[config.mk]
export PLATFORM = sky130hd
export DESIGN_NAME = lcd_fb_arbiter
export DESIGN_NICKNAME = d
export VERILOG_FILES = /design/src/rtl/lcd_fb_arbiter.sv
export SDC_FILE = /design/constraint.sdc
export NUM_CORES = 1
export LEC_CHECK = 0
export BUFFER_PORTS_ARGS = -buffer_cell sky130_fd_sc_hd__buf_2
export CORE_MARGIN = 3
export CORE_UTILIZATION = 25
export DETAILED_ROUTE_END_ITERATION = 10
export MAX_ROUTING_LAYER = met4
export PLACE_DENSITY = 0.53
export REMOVE_ABC_BUFFERS = 1
export SKIP_CTS_REPAIR_TIMING = 1
export SLEW_MARGIN = 0
export SYNTH_ARGS = -nofsm -noshare
export SYNTH_HDL_FRONTEND = slang
export SYNTH_SLANG_ARGS = --single-unit
[constraint.sdc]
create_clock -name i_clk -period 2.7 [get_ports i_clk]
set_input_delay 0 -clock i_clk [delete_from_list [all_inputs] [get_ports i_clk]]
set_output_delay 0 -clock i_clk [all_outputs]
set_load 0.005 [all_outputs]
[src/rtl/lcd_fb_arbiter.sv]
// lcd_fb_arbiter
//   Shares one single-port synchronous RGB565 frame-buffer RAM between the spi_lcd scan reader
//   (no handshake, re-fetched whenever its pixel address changes) and a req/ack draw client.
//   Contention between the two sides alternates so that neither starves.
// Ports
//   i_clk, i_rst                    clock, asynchronous active-high reset
//   i_lcd_addr_x/y, o_lcd_data      scan pixel address in, registered pixel out
//   i_drw_req/we/x/y/wdata          draw request (level, operands held until ack)
//   o_drw_ack, o_drw_oob            one-cycle accept pulse, out-of-range flag with it
//   o_drw_rvalid, o_drw_rdata       read-data pulse, read data held until the next read
//   o_mem_en/we/addr/wdata          RAM control (combinational from state)
//   i_mem_rdata                     RAM read data, valid the cycle after a read
module lcd_fb_arbiter #(
  parameter int unsigned LCD_W  = 132,
  parameter int unsigned LCD_H  = 162,
  parameter int unsigned ADDR_W = 15
) (
  input  logic              i_clk,
  input  logic              i_rst,
  input  logic [7:0]        i_lcd_addr_x,
  input  logic [7:0]        i_lcd_addr_y,
  output logic [15:0]       o_lcd_data,
  input  logic              i_drw_req,
  input  logic              i_drw_we,
  input  logic [7:0]        i_drw_x,
  input  logic [7:0]        i_drw_y,
  input  logic [15:0]       i_drw_wdata,
  output logic              o_drw_ack,
  output logic              o_drw_oob,
  output logic              o_drw_rvalid,
  output logic [15:0]       o_drw_rdata,
  output logic              o_mem_en,
  output logic              o_mem_we,
  output logic [ADDR_W-1:0] o_mem_addr,
  output logic [15:0]       o_mem_wdata,
  input  logic [15:0]       i_mem_rdata
);

  // 8-bit x/y with a width of at most 256 always fits in 16 bits, so the scan address is kept
  // untruncated for change detection.
  localparam int unsigned LinW = 16;

  typedef enum logic [2:0] {StIdle, StLcdRd, StLcdCap, StDrwOp, StDrwCap} state_e;

  state_e            r_state, w_state_d;
  logic [LinW-1:0]   r_lcd_q, r_seen_addr;
  logic              r_lcd_inr, r_seen_inr, r_seen_vld;
  logic              r_last_drw;
  logic              r_drw_inr;

  logic [LinW-1:0]   w_lcd_lin;
  logic              w_lcd_inr, w_lcd_pend;
  logic [ADDR_W-1:0] w_drw_addr;
  logic              w_drw_inr;

  assign w_lcd_lin  = LinW'(i_lcd_addr_y) * LinW'(LCD_W) + LinW'(i_lcd_addr_x);
  assign w_lcd_inr  = (32'(i_lcd_addr_x) < LCD_W) && (32'(i_lcd_addr_y) < LCD_H);
  // A change of in-range status alone also forces a refetch (address aliasing beyond the edge).
  assign w_lcd_pend = !r_seen_vld || (w_lcd_lin != r_seen_addr) || (w_lcd_inr != r_seen_inr);

  assign w_drw_addr = ADDR_W'(i_drw_y) * ADDR_W'(LCD_W) + ADDR_W'(i_drw_x);
  assign w_drw_inr  = (32'(i_drw_x) < LCD_W) && (32'(i_drw_y) < LCD_H);

  always_comb begin
    w_state_d   = r_state;
    o_mem_en    = 1'b0;
    o_mem_we    = 1'b0;
    o_mem_addr  = '0;
    o_mem_wdata = '0;
    o_drw_ack   = 1'b0;
    o_drw_oob   = 1'b0;
    unique case (r_state)
      StIdle: begin
        if (w_lcd_pend && i_drw_req) begin
          w_state_d = r_last_drw ? StLcdRd : StDrwOp;
        end else if (w_lcd_pend) begin
          w_state_d = StLcdRd;
        end else if (i_drw_req) begin
          w_state_d = StDrwOp;
        end
      end
      StLcdRd: begin
        if (r_lcd_inr) begin
          o_mem_en   = 1'b1;
          o_mem_addr = r_lcd_q[ADDR_W-1:0];
        end
        w_state_d = StLcdCap;
      end
      StLcdCap: w_state_d = StIdle;
      StDrwOp: begin
        o_drw_ack = 1'b1;
        if (w_drw_inr) begin
          o_mem_en    = 1'b1;
          o_mem_we    = i_drw_we;
          o_mem_addr  = w_drw_addr;
          o_mem_wdata = i_drw_wdata;
        end else begin
          o_drw_oob = 1'b1;
        end
        w_state_d = i_drw_we ? StIdle : StDrwCap;
      end
      StDrwCap: w_state_d = StIdle;
      default:  w_state_d = StIdle;
    endcase
  end

  always_ff @(posedge i_clk or posedge i_rst) begin
    if (i_rst) begin
      r_state      <= StIdle;
      r_lcd_q      <= '0;
      r_lcd_inr    <= 1'b0;
      r_seen_addr  <= '0;
      r_seen_inr   <= 1'b0;
      r_seen_vld   <= 1'b0;
      r_last_drw   <= 1'b0;
      r_drw_inr    <= 1'b0;
      o_lcd_data   <= '0;
      o_drw_rdata  <= '0;
      o_drw_rvalid <= 1'b0;
    end else begin
      r_state      <= w_state_d;
      o_drw_rvalid <= (r_state == StDrwCap);
      // Scan address is captured on the way into StLcdRd so the RAM address is registered.
      if (r_state == StIdle) begin
        r_lcd_q   <= w_lcd_lin;
        r_lcd_inr <= w_lcd_inr;
      end
      if (r_state == StLcdCap) begin
        o_lcd_data  <= r_lcd_inr ? i_mem_rdata : 16'h0000;
        r_seen_addr <= r_lcd_q;
        r_seen_inr  <= r_lcd_inr;
        r_seen_vld  <= 1'b1;
        r_last_drw  <= 1'b0;
      end
      if (r_state == StDrwOp) begin
        r_last_drw <= 1'b1;
        r_drw_inr  <= w_drw_inr;
      end
      if (r_state == StDrwCap) begin
        o_drw_rdata <= r_drw_inr ? i_mem_rdata : 16'h0000;
      end
    end
  end

endmodule

==> results.md, run 1 <==
- The fraction of the mapped netlist area in simple logic gates is a little under 20%.
- The element type at the critical path start is a primary input.
- The number of antenna cells inserted is 0.
- Once the floorplan was initialized, standard cells occupied about a quarter of the core.
- The worst register-to-register path begins at r_state[1].
- The share of the Yosys chip area taken by registers is between 30% and 40%.
- The logic depth of the worst register-to-register path is 4.
- The path with the worst hold slack has its endpoint at r_state[1].
- The sum of negative setup slack is 0 ns.
- The remaining antenna violation count is 0.
- The net switching power of the design is 1.88 mW.
- The DRC marker count from the first detailed-route iteration is 173.
- The per-cell via count in the routed design is roughly 4.6.
- The synthesized netlist devotes 9.72% of its cell area to adder and majority cells.
- The sequential share of power is between 30% and 40%.
- The instance count along the most critical hold path is 2.
- The number of different library cells used by synthesis comes to 63.
- After synthesis, the largest family of logic cells by area is simple AND/OR/NAND/NOR gates.
- After detailed routing, the average wire length per cell comes to ~14 um.
- The critical path starts at i_lcd_addr_y[2].
- The TritonCTS clock tree is done.
- The number of cells produced by synthesis is roughly 500.
- The number of rows created at floorplan is 49.
- By startpoint and endpoint, the worst setup path is classified as in -> reg.
- IR analysis of the VDD net gives a maximum drop of about 400 uV.
- The slowest cell on the critical path is fa_2.
- The final setup skew is 0.00616 ns.
- Across all register-to-register paths, the minimum setup slack is around 0.67 ns.
- The depth of the CTS H-tree is 3.
- The pin count of the biggest net entering global routing is 74.
- The clock net sink count is 73.
- The parity-gate share of the synthesized area counting xor and xnor cells is 7.61%.
- The max-slew violation count is 0.
- The worst setup path is captured at a flip-flop.
- Detailed placement ended at an HPWL of a little over 10000 um.
- The post-route standard cell area excluding fillers is between 6000 and 7000 um^2.
- The number of maximum-capacitance constraint violations is 0.
- Counting flops and latches in the post-synthesis netlist gives 73.
- The run finished with clean final reports.
- The headroom to the max-slew limit is around a quarter.
- The total power after layout is roughly 5.0 mW.
- The later pin in the worst-skew pair is clocked with a latency of around 0.33 ns.
- The post-synthesis compound-gate area fraction is 16.8%.
- The area inside the core boundary is 18200 um^2.
- The shortest period the worst path allows is between 2 and 3 ns.
- The number of buffers added on ports is 135.
- Detailed routing inserted a total of 4210 vias.
- The placed instance area is roughly 5800 um^2.
- Setup repair after global routing left no endpoint under its margin.
- The worst min-delay path startpoint is i_drw_req.
- The die covers between 20000 and 25000 um^2.
- Summed over all cells, the static leakage comes to roughly 3.1 nW.
- The largest delay contributor family on the critical path is adder cells.
- The largest single stage delay on the critical path is between 0.5 and 0.6 ns.
- The fraction of registers with async set or reset after synthesis is 100%.
- The congestion estimate from routability-driven global placement came to between 0.7 and 0.8.
- The count of endpoints failing hold in the final timing report came to 0.
- The global router's overall resource usage is between 10% and 20%.
- The met2 usage in global routing is a little over a fifth.
- The most used flip-flop cell after synthesis is dfrtp_1.
- The via count of the first global-routing pass is about 4.1k.
- The slew at the pin closest to its max-slew limit is around 1.1 ns.
- The worst path buffer plus inverter count is 1.
- The global-route track usage on met1 is ~17%.
- In this run the power density over the cells is around 790 nW/um^2.
- The buffer depth of the longest clock path is 2.
- The signal on the critical path passes through buf_6 -> ha_4 -> ha_4 -> ha_4 -> fa_2 -> and3_4 -> nand4_1 -> xor3_1 -> or3_4 -> a2111oi_4 -> a21oi_1.
- The number of DRC violations after detailed routing is 0.
- The mux contribution to synthesized area is ~4%.
- For met3 alone, demand over resource in global routing was roughly 2.7%.
- The number of enable flip-flop cells after synthesis is 0.
- The worst path uses a little over nine tenths of the clock period.
- The area growth from synthesis to layout is 36.6%.
- The clock share of power is between 20% and 30%.
- For this block, the routed nets add up to ~13000 um of wire.
- The initial antenna violation count is 0.
- For this run the aggregate overflow at the end of global routing stands at 0.
- The floorplan die width is approximately 140 um.
- The number of buffers created by CTS is 9.
- The first-pass GRT wire length is roughly 21000 um.
- The data arrival time of the critical path is ~2.8 ns.
- 136 I/O pins were placed.
- Setup violations remaining at the end of the flow were counted as 0.
- Cells with a size suffix above 1 make up 33.6% of the layout.
- The synthesized area divided by synthesized cell count is about 9.2 um^2.
- Net switching is approximately 37% of the power.
- The cell that appears most often on the critical path is ha_4.
- The data required time at the worst endpoint is approximately 2.9 ns.
- The highest fanout seen on the critical path is 3.
- The first detailed-routing pass ran for 4 iterations.
- For this run, the top clock speed supported by timing is 383 MHz.
- The vertical die dimension is approximately 140 um.
- The internal portion of the total power is 3.17 mW.
- The root buffer cell chosen for the clock tree is clkbuf_16.
- The endpoint identified for the worst register-to-register timing path is o_lcd_data[3].
- The warning count from the yosys run is 0.
- Per report_power, the combinational group accounts for between 40% and 50% of the total.
- The tightest min-delay check is of the in -> reg type.
- The mapped netlist covers around 4700 um^2.
- Across all hold checks on the routed design, the worst slack comes to between 0.008 and 0.009 ns.
- The clock-pin slew of the registers on the worst-case setup and hold paths is around 0.060 ns.
- The most heavily used metal layer in global routing is met2.
- In the final design database the tool counted between 700 and 800 nets.
## layout make-up
cell class | instances | area (um^2)
clock inverter | 4 | 22.5
fill | 1877 | 11800
timing repair buffer | 192 | 1180
clock buffer | 10 | 229
multi-input combinational | 397 | 2800
tap | 229 | 287
sequential | 73 | 1830
inverter | 15 | 56.3
## power groups by stage
stage | registers [mW] | clock network, mW | logic (mW)
global placement | 1.92 | 0 | 2.05
global route | 1.98 | 1.10 | 2.40
CTS | 1.91 | 1.06 | 2.07
detailed placement | 1.93 | 0 | 2.06
floorplan | 1.86 | 0 | 1.26
finish | 1.91 | 1.03 | 2.10
## stage by stage
step / utilization, % / setup WS, ns / cells
2_1_floorplan: - / -0.0401 / 485
3_3_place_gp: 31.9 / -0.314 / 881
3_5_place_dp: 31.9 / -0.346 / 881
4_1_cts: 33.2 / 0.0143 / 895
5_1_grt: 35.2 / 0.00787 / 920
6_report: 35.2 / 0.0865 / 920
## worst reg2reg max path, cell delays in order, from the launching register on
cell     delay [ns]
dfrtp_1        0.42
inv_1          0.08
or3_1          0.87
buf_4          0.40
o21ai_0        0.13
## metal layers
layer  routed length [um]  vias up
met1                 6140     1971
met3                  582       13
met2                 6410      104
met4                  116        0
li1                     -     2122
met5                    0        -
## cells in the mapped netlist, types with 4 or more instances
library cell,n,area [um^2]
a21o_1,4,30.0
a21oi_1,8,40.0
and2_1,17,106
and3_1,4,25.0
clkbuf_1,21,78.8
dfrtp_1,73,1830
fa_1,4,80.1
ha_1,30,375
inv_1,15,56.3
mux2_2,17,191
nand2_1,118,443
nand3_1,6,30.0
nor2_1,9,33.8
nor2b_1,7,43.8
nor3_1,5,25.0
o2111ai_1,4,35.0
o211ai_1,7,52.6
o21ai_0,62,310
xnor2_1,15,131
xor2_1,16,140
## state kept, by name (all words and copies together) (netlist names)
register	cells
o_lcd_data	16
r_lcd_q	16
r_seen_vld	1
o_drw_rvalid	1
r_seen_inr	1
r_lcd_inr	1
r_state	3
o_drw_rdata	16
r_last_drw	1
r_drw_inr	1
r_seen_addr	16
## cell usage in the layout (no fill, tap or decap), types with 14 or more instances in the layout
master         Yosys  routed
inv_1             15      14
xor2_1            16      14
and2_1            17      17
buf_4              0      36
dfrtp_1           73      73
mux2_2            17      17
xnor2_1           15      15
ha_1              30      25
buf_2              1     133
o21ai_0           62      62
nand2_1          118     118
dlygate4sd3_1      0      20
## logic make-up (layout without fill, tap and decap cells)
kind of cell | Yosys count | count (layout)
xor+xnor | 35 | 35
simple gates | 191 | 191
buf+inv | 40 | 221
mux | 17 | 17
compound gates | 120 | 120
flops | 73 | 73
fa+ha+maj | 34 | 34
## worst max-delay path by stage
stage,endpoint,slack [ns],cells after the start
floorplan,r_state[0],-0.04,10
global placement,r_state[1],-0.31,11
detailed placement,r_state[1],-0.35,11
CTS,r_state[1],0.01,11
global route,r_state[0],0.008,11
finish,r_state[0],0.09,11
Power figures use the tool's default switching activity.
==> run 2, diff against run 1 <==
--- a/config.mk
+++ b/config.mk
@@ -6,6 +6,7 @@
 export NUM_CORES = 1
 export LEC_CHECK = 0
 export BUFFER_PORTS_ARGS = -buffer_cell sky130_fd_sc_hd__buf_2
+export CORE_ASPECT_RATIO = 0.5
 export CORE_MARGIN = 3
 export CORE_UTILIZATION = 25
 export DETAILED_ROUTE_END_ITERATION = 10
==> run 2 against run 1 <==
Net effect: first-iteration DRC count grew 22%; sequential cell count is the same; clock power grew 36%; global-route usage grew 0.26 points; routed wire length grew 1.5%; utilization grew 0.92 points; setup slack gained 0.018 ns; die area grew 0.49%; worst hold slack gained 0.095 ns; power grew 6.9%; largest cell class unchanged.
==> results.md, run 2 (synthesized netlist as in run 1, its figures left out) <==
- The remaining antenna violation count is 0.
- The portion of the clock cycle consumed by the worst path in the final layout is a little over nine tenths.
- The upper clock frequency limit is 385 MHz.
- The shortest period the worst path allows is between 2 and 3 ns.
- Across all layers, the routed design uses roughly 4.2k vias.
- The run finished with clean final reports.
- The reported leakage power is approximately 3.2 nW.
- The worst setup path is captured at a flip-flop.
- The net switching power of the design is just under 2 mW.
- No sink is reached through more buffers than the 2 on the longest clock path.
- The final setup violation count is 0.
- The final cell count without fillers is 925.
- The combinational share of power is 38.7%.
- Using the TritonRoute via totals, the vias-per-cell ratio works out to between 4 and 5.
- By startpoint and endpoint, the worst setup path is classified as in -> reg.
- The net count of the finished layout is 788.
- Counting instances, the worst hold path has a depth of 4.
- The DRC marker count from the first detailed-route iteration is about 210.
- The clock share of power is between 20% and 30%.
- The last weighted congestion value of the routability-driven placer is ~0.81.
- Entering global routing, the biggest net connects 51 pins.
- The origin of the critical flop-to-flop path is r_seen_addr[2].
- The leading cell type in the layout, fill and taps excluded is buf_2.
- The clock root buffer is clkbuf_16.
- The number of DRC violations after detailed routing is 0.
- The global router's overall resource usage is a little over an eighth.
- Power spread over the standard cell area amounts to around 840 nW/um^2.
- The element type at the critical path start is a primary input.
- The number of buffers added on ports is roughly 140.
- The TritonCTS clock tree is done.
- After global routing the overflow that remains totals 0.
- The path class of the tightest hold or removal check is in -> reg.
- The count of endpoints failing hold in the final timing report was 0.
- Counting cells, the worst reg-to-reg path comes to 7.
- The clock-pin slew of the registers on the worst-case setup and hold paths is about 0.060 ns.
- With fillers left out, the area of the finished cells amounts to 6450 um^2.
- The layer flagged by global routing as most heavily used is met2.
- The die covers roughly 21000 um^2.
- The data arrival time of the critical path is approximately 2.8 ns.
- The starting utilization of the core area is 26.2%.
- The layout cell share with drive strength beyond 1 is between 30% and 40%.
- The clock latency at the later pin of the worst-skew pair is between 0.3 and 0.4 ns.
- Dividing the detail-routed wire length by the instance count gives 14.5 um.
- For this run, global-route usage on met3 was measured as just over 3%.
- The floorplan die width is 200 um.
- The via count of the first global-routing pass is approximately 4k.
- For this run, global-route usage on met1 was measured as 16.9%.
- The hold slack is 0.104 ns.
- The clock drives 73 sinks.
- In this run the standard cell core region covers around 18000 um^2.
- The depth of the CTS H-tree is 3.
- The slew at the pin closest to its max-slew limit is between 0.9 and 1 ns.
- The data required time at the worst endpoint is 2.87 ns.
- The peak supply drop is about 270 uV.
- The met2 usage in global routing is about 22%.
- The worst hold endpoint is r_lcd_q[2].
- The number of optimization iterations in the first detailed-route pass is 4.
- The initial antenna violation count is 0.
- The total power after layout is approximately 5.4 mW.
- Net switching is between 30% and 40% of the power.
- The repair_antennas step left the layout with diodes totalling 0.
- The max-slew violation count is 0.
- The number of I/O pins is roughly 140.
- Measured against its own limit, the worst slew margin works out to 34.8%.
- The top cell types in the final layout, fill and taps aside, are 135 x buf_2, 118 x nand2_1, 73 x dfrtp_1, 62 x o21ai_0, 33 x buf_4.
- The first global-routing pass estimated roughly 21000 um of wire.
- In this run the worst path has a maximum fanout of 7.
- The end of the worst register-to-register path is r_state[0].
- Summed over all nets, the half-perimeter wirelength after detailed placement is 10100 um.
- The final setup skew is ~0.0071 ns.
- The reg2reg setup slack is roughly 0.60 ns.
- In this run the cell area measured after placement is about 5800 um^2.
- The internal power consumption is 3.45 mW.
- The post-synthesis to final-layout area growth is 37.6%.
- The initialized floorplan defines 34 standard-cell rows.
- After detailed routing, the total wire length is around 13000 um.
- The number of clock buffers added by TritonCTS is 9.
- The number of placed instances, taps included, is around 890.
- In this run the most critical hold path is launched from i_lcd_addr_y[0].
- Max-cap violations in this run came to 0.
- The vertical die dimension is 103 um.
- The sequential share of power is between 30% and 40%.
==> run 2: cell count changes in the layout (fill, tap and decap cells not counted), sizes merged <==
cell         before  now
bufinv            0    3
buf             172  169
inv              15   16
dlygate4sd3      20   21
clkinv            3    1
==> run 2: metal layers <==
metal / up-vias / share of wire [%]
li1: 2135 / -
met4: 0 / 0.46
met1: 1997 / 48
met3: 4 / 3.9
met2: 75 / 48
met5: - / 0
==> run 2: cell type report <==
type | count | area [um^2]
sequential | 73 | 1830
timing repair buffer | 190 | 1150
clock inverter | 6 | 115
fill | 1838 | 11400
inverter | 15 | 56.3
multi-input combinational | 397 | 2770
tap | 234 | 293
clock buffer | 10 | 229
==> run 2: worst max path at each step <==
stage                         start  slack, ns         end
finish              i_lcd_addr_y[1]       0.10  r_state[0]
CTS                 i_lcd_addr_y[2]      -0.08  r_state[1]
detailed placement  i_lcd_addr_y[2]      -0.41  r_state[0]
global placement    i_lcd_addr_y[2]      -0.35  r_state[1]
global route        i_lcd_addr_y[1]     -0.002  r_state[0]
floorplan           i_lcd_addr_y[2]      -0.04  r_state[0]
==> run 2: critical path: stages <==
cell and delay, ns:
buf_2 0.12, ha_1 0.29, ha_2 0.20, ha_4 0.17, fa_2 0.55, and3_4 0.20, o211ai_1 0.15, nor3_4 0.34
a211o_1 0.18, o221ai_1 0.11, nor4_2 0.35, a21oi_1 0.11
==> run 2: stage by stage <==
step                      setup WS [ns]  utilization (%)  TNS (ns)
after floorplan                 -0.0401                -   -0.0759
after global placement           -0.352             32.5    -0.839
after detailed placement         -0.414             32.5     -1.07
after CTS                       -0.0793             34.4    -0.152
after global routing           -0.00207             36.1  -0.00207
final                             0.105             36.1         0
==> run 2: power by group through the flow <==
| stage | sequential (mW) | clock (mW) | combinational (mW) |
|---|---|---|---|
| final | 1.91 | 1.40 | 2.09 |
| after global routing | 1.98 | 1.50 | 2.37 |
| after CTS | 1.91 | 1.45 | 2.08 |
| after detailed placement | 1.93 | 0 | 2.07 |
| after global placement | 1.92 | 0 | 2.03 |
| after floorplan | 1.86 | 0 | 1.26 |
==> run 3, diff against run 2 <==
--- a/config.mk
+++ b/config.mk
@@ -12,6 +12,7 @@
 export DETAILED_ROUTE_END_ITERATION = 10
 export MAX_ROUTING_LAYER = met4
 export PLACE_DENSITY = 0.53
+export RECOVER_POWER = 100
 export REMOVE_ABC_BUFFERS = 1
 export SKIP_CTS_REPAIR_TIMING = 1
 export SLEW_MARGIN = 0
==> run 3 against run 2 <==
Net effect: clock power about the same; utilization fell by 0.50 points; non-clock buffer count did not move; setup slack got worse by 0.016 ns; worst hold slack worse by 0.0017 ns; first-iteration DRC count fell by 20%; clock skew about the same; via count up 0.14%; global-route usage stayed put; clock-buffer cell count did not move; cell count stayed put; critical path depth stayed put; largest power group unchanged.
==> results.md, run 3 (synthesized netlist as in run 1, its figures left out) <==
- The reg2reg setup slack is around 0.60 ns.
- The origin of the critical flop-to-flop path is r_seen_addr[2].
- At the later pin of the worst-skew pair, clock insertion delay measures 0.33 ns.
- At the worst endpoint, the arrival time is roughly 2.8 ns.
- The clock-pin slew of the registers on the worst-case setup and hold paths is around 0.060 ns.
- The number of DRC violations after detailed routing is 0.
- The number of optimization iterations in the first detailed-route pass is 4.
- In this run the clock root is driven by a clkbuf_16.
- The slowest cell on the critical path is fa_2.
- The met3 wirelength from detailed routing is about 570 um.
- The total overflow left after global routing is 0.
- The floorplan die width is approximately 200 um.
- Leaving out fill and tap cells, the most frequent cell in the layout is nand2_1.
- The highest signal layer in the routed design is met4.
- Counting instances, the worst hold path has a depth of 4.
- The final layout net count is 788.
- The max-slew violation count is 0.
- The via count of the first global-routing pass came to between 4k and 5k.
- The headroom to the max-slew limit is between 15 and 20%.
- The first-pass GRT wire length is between 20000 and 25000 um.
- The final setup violation count is 0.
- Summed over all nets, wire length on met2 after detailed routing comes to 6420 um.
- The number of antenna cells inserted is 0.
- Counting cells, the worst reg-to-reg path comes to 7.
- No sink is reached through more buffers than the 2 on the longest clock path.
- The end of the critical path is r_state[0].
- between 100 and 150 I/O pins were placed.
- In this run the remaining antenna-violating nets after routing total 0.
- Data on the critical path is required at its endpoint by ~2.9 ns.
- Counting the buffers created by CTS gives 9.
- The multi-input combinational cells in the finished layout cover a total of ~2800 um^2.
- The worst path meets setup with roughly 0.09 ns of slack.
- The number of maximum-capacitance constraint violations is 0.
- The highest cell delay on the worst timing path is between 0.5 and 0.6 ns.
- The first routing iteration left approximately 170 violations.
- Fill cells in the final layout number between 1.5k and 2k.
- After the flow finishes, the layout carries non-filler instances totaling a little over 900.
- The worst setup path is captured at a flip-flop.
- Traced cell by cell, the critical path runs through buf_2 -> ha_1 -> ha_2 -> ha_4 -> fa_2 -> and3_4 -> o211ai_1 -> buf_4 -> nor3b_2 -> xor2_1 -> a2111oi_2 -> a21oi_1.
- In the routed layout, each cell is associated on average with a via count of 4.56.
- The vertical die dimension is a little over 100 um.
- The post-synthesis to final-layout area growth is 35.7%.
- The total die area is just over 20000 um^2.
- The upper clock frequency limit is 383 MHz.
- The end of the worst register-to-register path is r_state[0].
- The post-placement setup slack is -0.414 ns.
- The tightest min-delay check is of the in -> reg type.
- The portion of the clock cycle consumed by the worst path in the final layout is a little over nine tenths.
- After detailed routing, the wire length on met1 is 6450 um.
- The number of buffers added on ports is 135.
- The total number of vias is between 4k and 5k.
- The last weighted congestion value of the routability-driven placer is between 0.8 and 0.9.
- The top cell types in the final layout, fill and taps aside, are 118 x nand2_1, 91 x buf_2, 73 x dfrtp_1, 62 x o21ai_0, 48 x clkbuf_1.
- The layout cell share with drive strength beyond 1 is around 26%.
- The TritonCTS clock tree is done.
- The floorplan step defined a core boundary enclosing 17900 um^2.
- In the final routed layout, each cell accounts on average for approximately 15 um.
- The detailed placer's ending HPWL is ~10000 um.
- The initial antenna violation count came to 0.
- After detailed routing, the total wire length is around 14000 um.
- The pin count of the biggest net entering global routing is about 50.
- The launch point of the critical path is i_lcd_addr_y[1].
- The cell area power density is 841 nW/um^2.
- The initial utilization of the core area, before any placement, comes to 26.2%.
- The total power after layout is between 5 and 6 mW.
- Counting tap cells, the placed design contains a total of ~890 instances.
- The final setup skew is 0.00707 ns.
- In this run the static leakage power is 2.97 nW.
- The sum of negative setup slack is 0 ns.
- At the pin with the least slew margin, the transition time is ~1.3 ns.
- The global router's overall resource usage is about an eighth.
- The flow ran to the end, and the final reports show no timing, DRC or antenna violations.
- The element type at the critical path start is a primary input.
- The depth of the CTS H-tree is 3.
- The peak supply drop is between 200 and 300 uV.
- The type of the setup path with the least slack is in -> reg.
- The count of endpoints failing hold in the final timing report is 0.
- The clock net sink count is between 70 and 80.
- Counting I/O delays and the setup requirement, the final critical path takes 2.61 ns.
- Row generation in the floorplan step produced 34 rows.
- The sequential cell area is 1830 um^2.
- In this run the worst path has a maximum fanout of 4.
[run 3: changes by cell type in the layout (fill, tap and decap cells not counted), sizes merged]
cell / previous run / this run
clkbuf: 10 / 59
buf: 169 / 120
[run 3: metal layers]
| metal | GRT usage, % | vias to the layer above |
|---|---|---|
| li1 | - | 2133 |
| met1 | 16.9 | 1992 |
| met2 | 21.8 | 88 |
| met3 | 3.10 | 4 |
| met4 | 2.73 | 0 |
| met5 | - | - |
[run 3: worst max-delay path, delay by kind of cell]
family | cells | cell delay [ns]
fa+ha+maj | 4 | 1.21
buf+inv | 2 | 0.30
xor+xnor | 1 | 0.15
compound gates | 3 | 0.62
simple gates | 2 | 0.51
[run 3: worst min-delay path by stage]
stage	startpoint	end	slack [ns]
global placement	i_rst	o_drw_rdata[1]	0.17
floorplan	i_drw_we	r_state[2]	0.07
CTS	i_rst	o_drw_rdata[1]	-0.20
finish	i_lcd_addr_y[0]	r_lcd_q[2]	0.10
global route	i_lcd_addr_y[0]	r_lcd_q[2]	0.13
detailed placement	i_rst	o_drw_rdata[1]	0.16
[run 3: stage by stage]
step / utilization (%) / hold WS (ns) / cell area [um^2]
6_report: 35.6 / 0.102 / 6360
5_1_grt: 35.6 / 0.129 / 6360
3_3_place_gp: 32.5 / 0.167 / 5810
2_1_floorplan: - / 0.0664 / 4590
4_1_cts: 34.4 / -0.197 / 6150
3_5_place_dp: 32.5 / 0.164 / 5810
[run 3: cell type report]
cell class / instances / area share, %
multi-input cells: 397 / 43.5
flip-flops and latches: 73 / 28.7
repair buffers: 190 / 16.9
well taps: 234 / 4.60
clock buffers: 10 / 3.60
clock inverters: 6 / 1.81
inverters: 15 / 0.885
[run 3: report_power, final]
part | leakage (nW) | switching [mW] | total [mW] | internal [mW]
registers | 0.920 | 0.357 | 1.91 | 1.55
logic | 1.89 | 1.10 | 2.04 | 0.938
clock network | 0.163 | 0.490 | 1.40 | 0.909
total | 2.97 | 1.95 | 5.35 | 3.40
